## src/rtl/pipe_ctrl_unit.sv

```systemverilog
// Control-path pipeline for the MIPS 5-stage core.
// Takes the ID-stage decoder bundle, carries it through ID/EX, EX/MEM and MEM/WB.
// Detects RAW hazards against EX and MEM (no forwarding) and drives IF stall/flush.
// Also keeps the sticky illegal-instruction flag and a saturating stall counter.
module pipe_ctrl_unit #(
  parameter int LINK_REG = 31,
  parameter int CNT_W    = 16
) (
  input  logic             clk,
  input  logic             rst,
  input  logic             en,
  input  logic             id_valid,
  input  logic [31:0]      id_inst,
  input  logic [2:0]       id_pc_src,
  input  logic [1:0]       id_exe_a_src,
  input  logic [1:0]       id_exe_b_src,
  input  logic [3:0]       id_exe_alu_oper,
  input  logic             id_mem_ren,
  input  logic             id_mem_wen,
  input  logic             id_wb_data_src,
  input  logic             id_wb_wen,
  input  logic             id_unrecognized,
  input  logic [1:0]       id_wb_addr_src,
  input  logic             ex_branch_taken,
  output logic             if_stall,
  output logic             if_flush,
  output logic             exe_valid,
  output logic [3:0]       exe_alu_oper,
  output logic [1:0]       exe_a_src,
  output logic [1:0]       exe_b_src,
  output logic             exe_is_branch,
  output logic             mem_valid,
  output logic             mem_ren,
  output logic             mem_wen,
  output logic             wb_valid,
  output logic             wb_wen,
  output logic             wb_data_src,
  output logic [4:0]       wb_addr,
  output logic             illegal_seen,
  output logic [CNT_W-1:0] stall_count
);

  // Decoder encodings shared with the ID-stage decoder.
  localparam logic [2:0] PC_NEXT      = 3'd0;
  localparam logic [2:0] PC_JUMP      = 3'd1;
  localparam logic [2:0] PC_JR        = 3'd2;
  localparam logic [2:0] PC_BRANCH    = 3'd3;
  localparam logic [1:0] EXE_A_RS     = 2'd0;
  localparam logic [1:0] EXE_B_RT     = 2'd0;
  localparam logic [1:0] WB_ADDR_RD   = 2'd0;
  localparam logic [1:0] WB_ADDR_RT   = 2'd1;
  localparam logic [1:0] WB_ADDR_LINK = 2'd2;

  localparam logic [CNT_W-1:0] CNT_MAX = {CNT_W{1'b1}};
  localparam logic [CNT_W-1:0] CNT_ONE = {{(CNT_W-1){1'b0}}, 1'b1};

  // Pipeline state that is not directly visible on the ports.
  logic       exe_mem_ren, exe_mem_wen, exe_wb_wen, exe_wb_data_src, exe_unrec;
  logic [4:0] exe_wb_addr;
  logic       mem_wb_wen, mem_wb_data_src, mem_unrec;
  logic [4:0] mem_wb_addr;

  logic [4:0] id_rs, id_rt, id_rd, id_dst;
  logic       rs_used, rt_used, rs_hit, rt_hit;
  logic       hazard, stall_raw, is_jump, load_bubble;
  logic       id_wen, id_mren, id_mwen;

  // ID-stage decode: dest address, source usage, hazard and stall/flush requests.
  always_comb begin
    id_rs = id_inst[25:21];
    id_rt = id_inst[20:16];
    id_rd = id_inst[15:11];
    case (id_wb_addr_src)
      WB_ADDR_RD:   id_dst = id_rd;
      WB_ADDR_RT:   id_dst = id_rt;
      WB_ADDR_LINK: id_dst = 5'(LINK_REG);
      default:      id_dst = id_rd;
    endcase
    // An unrecognized instruction still flows but must not touch any state.
    id_wen  = id_wb_wen  & ~id_unrecognized;
    id_mren = id_mem_ren & ~id_unrecognized;
    id_mwen = id_mem_wen & ~id_unrecognized;

    rs_used = (id_exe_a_src == EXE_A_RS) | (id_pc_src == PC_JR) | (id_pc_src == PC_BRANCH);
    rt_used = (id_exe_b_src == EXE_B_RT) | id_mem_wen;
    // WB is not compared: the register file writes in the first half-cycle.
    rs_hit  = (exe_valid & exe_wb_wen & (exe_wb_addr == id_rs)) |
              (mem_valid & mem_wb_wen & (mem_wb_addr == id_rs));
    rt_hit  = (exe_valid & exe_wb_wen & (exe_wb_addr == id_rt)) |
              (mem_valid & mem_wb_wen & (mem_wb_addr == id_rt));
    hazard  = id_valid & ((rs_used & (id_rs != 5'd0) & rs_hit) |
                          (rt_used & (id_rt != 5'd0) & rt_hit));

    // A taken branch squashes the ID instruction, so its hazard is moot.
    stall_raw   = hazard & ~ex_branch_taken;
    is_jump     = (id_pc_src == PC_JUMP) | (id_pc_src == PC_JR);
    load_bubble = ~id_valid | stall_raw | ex_branch_taken;

    if (en) begin
      if_stall = stall_raw;
      if_flush = ex_branch_taken | (id_valid & ~stall_raw & is_jump);
    end else begin
      if_stall = 1'b0;
      if_flush = 1'b0;
    end
  end

  // ID/EX register: accept the ID bundle or insert a bubble.
  always_ff @(posedge clk or negedge rst) begin
    if (!rst) begin
      exe_valid       <= 1'b0;
      exe_alu_oper    <= 4'd0;
      exe_a_src       <= 2'd0;
      exe_b_src       <= 2'd0;
      exe_is_branch   <= 1'b0;
      exe_mem_ren     <= 1'b0;
      exe_mem_wen     <= 1'b0;
      exe_wb_wen      <= 1'b0;
      exe_wb_data_src <= 1'b0;
      exe_wb_addr     <= 5'd0;
      exe_unrec       <= 1'b0;
    end else if (en) begin
      if (load_bubble) begin
        exe_valid       <= 1'b0;
        exe_alu_oper    <= 4'd0;
        exe_a_src       <= 2'd0;
        exe_b_src       <= 2'd0;
        exe_is_branch   <= 1'b0;
        exe_mem_ren     <= 1'b0;
        exe_mem_wen     <= 1'b0;
        exe_wb_wen      <= 1'b0;
        exe_wb_data_src <= 1'b0;
        exe_wb_addr     <= 5'd0;
        exe_unrec       <= 1'b0;
      end else begin
        exe_valid       <= 1'b1;
        exe_alu_oper    <= id_exe_alu_oper;
        exe_a_src       <= id_exe_a_src;
        exe_b_src       <= id_exe_b_src;
        exe_is_branch   <= (id_pc_src == PC_BRANCH);
        exe_mem_ren     <= id_mren;
        exe_mem_wen     <= id_mwen;
        exe_wb_wen      <= id_wen;
        exe_wb_data_src <= id_wb_data_src;
        exe_wb_addr     <= id_dst;
        exe_unrec       <= id_unrecognized;
      end
    end
  end

  // EX/MEM and MEM/WB registers plus the sticky illegal flag.
  always_ff @(posedge clk or negedge rst) begin
    if (!rst) begin
      mem_valid       <= 1'b0;
      mem_ren         <= 1'b0;
      mem_wen         <= 1'b0;
      mem_wb_wen      <= 1'b0;
      mem_wb_data_src <= 1'b0;
      mem_wb_addr     <= 5'd0;
      mem_unrec       <= 1'b0;
      wb_valid        <= 1'b0;
      wb_wen          <= 1'b0;
      wb_data_src     <= 1'b0;
      wb_addr         <= 5'd0;
      illegal_seen    <= 1'b0;
    end else if (en) begin
      mem_valid       <= exe_valid;
      mem_ren         <= exe_mem_ren;
      mem_wen         <= exe_mem_wen;
      mem_wb_wen      <= exe_wb_wen;
      mem_wb_data_src <= exe_wb_data_src;
      mem_wb_addr     <= exe_wb_addr;
      mem_unrec       <= exe_unrec;
      wb_valid        <= mem_valid;
      wb_wen          <= mem_wb_wen;
      wb_data_src     <= mem_wb_data_src;
      wb_addr         <= mem_wb_addr;
      illegal_seen    <= illegal_seen | (mem_valid & mem_unrec);
    end
  end

  // Saturating count of cycles in which fetch was held.
  always_ff @(posedge clk or negedge rst) begin
    if (!rst) begin
      stall_count <= {CNT_W{1'b0}};
    end else if (en && stall_raw && (stall_count != CNT_MAX)) begin
      stall_count <= stall_count + CNT_ONE;
    end
  end

endmodule

```

## config.mk

```make
export PLATFORM = sky130hd
export DESIGN_NAME = pipe_ctrl_unit
export DESIGN_NICKNAME = d
export VERILOG_FILES = /design/src/rtl/pipe_ctrl_unit.sv
export SDC_FILE = /design/constraint.sdc
export NUM_CORES = 1
export LEC_CHECK = 0
export ABC_CLOCK_PERIOD_IN_PS = 3400
export BUFFER_PORTS_ARGS = -buffer_cell sky130_fd_sc_hd__buf_4
export CAP_MARGIN = 15
export CORE_MARGIN = 2
export CORE_UTILIZATION = 25
export DETAILED_ROUTE_END_ITERATION = 10
export GPL_ROUTABILITY_DRIVEN = 0
export PLACE_DENSITY_LB_ADDON = 0.3
export SYNTH_ARGS = -nofsm -noshare
export SYNTH_HDL_FRONTEND = slang
export SYNTH_SLANG_ARGS = --single-unit
```

## constraint.sdc

```tcl
create_clock -name clk -period 3.4 [get_ports clk]
set_input_delay 1.02 -clock clk [delete_from_list [all_inputs] [get_ports clk]]
set_output_delay 1.02 -clock clk [all_outputs]
set_load 0.005 [all_outputs]
```

==> out/results.ini <==
[sta]
max_clk_rate_mhz = 285.1
grt_setup_unrepaired = true
final.setup.tns_ns = -0.1984
timing.final.max_slew_violations = 0
period_needed_ns = 3.508
setup_violations = 2
clock-skew-final_ns = 0.01153
max_slew_margin = 0.5206
layout_setup_ws_ns = -0.1081
final-hold-violation-count = 0
period_utilization = 1.032
worstMarginPinSlew_ns = 0.7191

[power]
power.share.clock = 0.284
switching_power_mw = 0.3529
internal_mw = 0.9745
sequentialPowerShare = 0.551
post_route_total_power_mw = 1.327
p_comb_frac = 0.165
p_sw_frac = 0.2659
max-vdd-ir-drop_uv = 147.1
cellPowerDensity_nw_per_um2 = 355.8
power_leakage_nw = 1.874

[finish]
drive_gt1_frac = 0.4451
syn2layout_area_growth_pct = 39.80
multiInputGateArea_um2 = 1314
antenna-diode-count = 0
register_cell_area_after_layout_um2 = 1401
final_net_count = 376
nFillCells = 1026

[synthesis]
syn_nets = 283
netlist_top_cells_count = 56 x dfrtp_1, 31 x xor2_1, 21 x mux2_2
post_synth_inst_count = 225
yosysMostFrequentCell = dfrtp_1
synth.avg_cell_area_um2 = 11.86
synth-adder-area-share = 0.01406
synth_enable_flop_cells = 0
synth_area_um2 = 2669
ys_dominant_reg_cell = dfrtp_1
yosys-mux-area-fraction = 0.08861
yosys.area.top_type_share = 0.5251
synth_compound_area_frac = 0.1111
synth_seq_area_share = 0.5251
yosys.area_share.xor_xnor = 0.1149
yosys.area_share.simple = 0.1242
postSynth.asyncResetShare = 1.000
largest_family_of_logic_cells_by_synthesized_area = simple AND/OR/NAND/NOR gates
yosys_warnings = 0
post_synth_num_cell_types = 41
synth_seq_cells = 56
netlist.top_cell.by_area = dfrtp_1
netlist_top_cells_area = dfrtp_1 53%, xor2_1 10%, mux2_2 8.9%, a22o_1 4.9%, nor2_1 2.0%

[clocking]
cell_at_the_root_of_the_clock_tree = clkbuf_8
cts_max_level = 2
cts_buffers = 5
ctsHoldBuffers = 0
cts.path.max_buffers = 2
tritoncts = built
clk-insertion-delay-late_ns = 0.31
clk_pin_slew_worst_paths_ns = 0.11
numClockSinks = 56

[route]
wl_per_cell_um = 14.88
initial_detailed_routing_violation_count = 61
drc_errors = 0
routed-via-count = 2088
wl_um = 6769
post_drt_via_cell_ratio = 4.589
drt.antenna.violating_nets = 0
drt_pass1_iterations = 4

[place]
io_buffer_count = 77
hpwlAfterDp_um = 4886

[worst_setup_path]
crit_slowest_cell = or4_4
path_cells = buf_6 > or4_4 > o22ai_4 > o22ai_4 > nor4b_2 > o21a_1 > buf_4
criticalPathCategory = in -> out
highest_fanout_seen_on_the_critical_path = 3
path_buf_inv = 2
worstSetupStartpointType = input port
crit_required_ns = 2.38
most_used_cell_along_the_critical_path = o22ai_4
critPathCaptureType = primary output
crit_family = simple AND/OR/NAND/NOR gates
max_stage_delay_on_crit_path_ns = 0.55
arrival_ns = 2.49

[outcome]
outcome = finished, violations left
failing_checks = setup timing

[floorplanning]
floorplan.initialDensity = 0.2585
ios = 95
row_count = 37
placeableCoreArea_um2 = 10320
chipWidth_um = 107.3
die-area_um2 = 11520
die-height_um = 107.3

[global_route]
initial_antenna_violation_count = 0
grt_pass1_vias = 2138
grt_use_total = 0.1219
grt_most_used_layer = met2
grt-ovfl-total = 0
grt_use_met2 = 0.2012
groute.layer.met3.usage = 0.03027
gr-usage-met1 = 0.1625
grt_start_max_net_pins = 57
grt_first_pass_wirelength_um = 10960

[flow_run]
maxCapViolCount = 0

[hold_path]
hold_path_class = reg -> reg

cell type report:
type,instances,share of cell area
multi-input cells,156,0.3521
flip-flops and latches,56,0.3756
inverters,5,0.005030
repair buffers,94,0.1972
well taps,136,0.04561
clock buffers,5,0.01844
clock inverters,3,0.006036
per-layer routing:
layer  up-vias  share of wire
li1        992              -
met1      1051           0.45
met2        43           0.50
met3         2          0.048
met4         0         0.0038
met5         -              0
worst reg2reg max path: stages, from the launching register on:
cell     delay (ns)
dfrtp_1        0.46
xor2_1         0.19
nor2_1         0.07
a22oi_2        0.28
o22ai_4        0.13
buf_4          0.15
buf_6          0.10
buf_4          0.13
nor2_1         0.48
buf_6          0.22
buf_4          0.16
a22o_1         0.13
registers in the layout (all words and copies together), names as in the netlist, 2 cells and up:
register / flops
wb_addr: 5
exe_a_src: 2
exe_wb_addr: 5
exe_alu_oper: 4
mem_wb_addr: 5
exe_b_src: 2
stall_count: 16
logic make-up (layout without fill, tap and decap cells):
logic type               count (synthesis)  count (layout)
AO/OA/AOI/OAI                           38              38
XOR/XNOR                                35              35
adder cells (fa/ha/maj)                  3               3
buffers and inverters                   13             107
flip-flops                              56              56
multiplexers                            21              21
AND/OR/NAND/NOR                         59              59
path summary, 6_finish.rpt:
path	startpoint	end	slack (ns)	cells after the start
min	illegal_seen	illegal_seen	0.48	1
max in group asynchronous	rst	stall_count[3]	2.16	1
max	id_inst[25]	if_flush	-0.11	7
min reg2reg	illegal_seen	illegal_seen	0.48	1
min in group asynchronous	rst	wb_addr[0]	0.75	1
max reg2reg	exe_wb_addr[2]	exe_b_src[0]	0.83	11
placed cells by master, fill, tap and decap left out, types with 5 or more instances in the layout:
cell	netlist	layout
nand3_1	5	5
nor2_1	14	14
nand2_1	12	12
a21oi_1	5	5
o21ai_0	5	5
dfrtp_1	56	56
buf_6	1	8
inv_1	5	5
buf_4	0	86
mux2_2	21	21
a22o_1	15	15
clkbuf_8	0	5
xor2_1	31	30
power groups by stage:
stage	combinational [mW]	clock, mW	sequential [mW]
after CTS	0.217	0.395	0.732
after global placement	0.201	0	0.745
after detailed placement	0.202	0	0.746
final	0.219	0.376	0.732
after floorplan	0.0826	0	0.741
after global routing	0.241	0.422	0.738
metrics by stage:
stage,area [um2],worst slack [ns],utilization,cells,hold WS [ns]
2_1_floorplan,2669,0.1224,-,225,0.4576
3_3_place_gp,3467,-0.2556,0.3358,442,0.4563
3_5_place_dp,3467,-0.2809,0.3358,442,0.4626
4_1_cts,3669,-0.1743,0.3554,453,0.4884
5_1_grt,3731,-0.1920,0.3614,455,0.5005
6_report,3731,-0.1081,0.3614,455,0.4838
repair_timing:
item                                    4_1_cts  5_1_grt
endpoints found under the setup margin        2        2
setup buffers                                 3        2
pin swaps                                     9       11
gates resized for setup                      16        9
No activity file was read; power rests on OpenSTA's default activity.
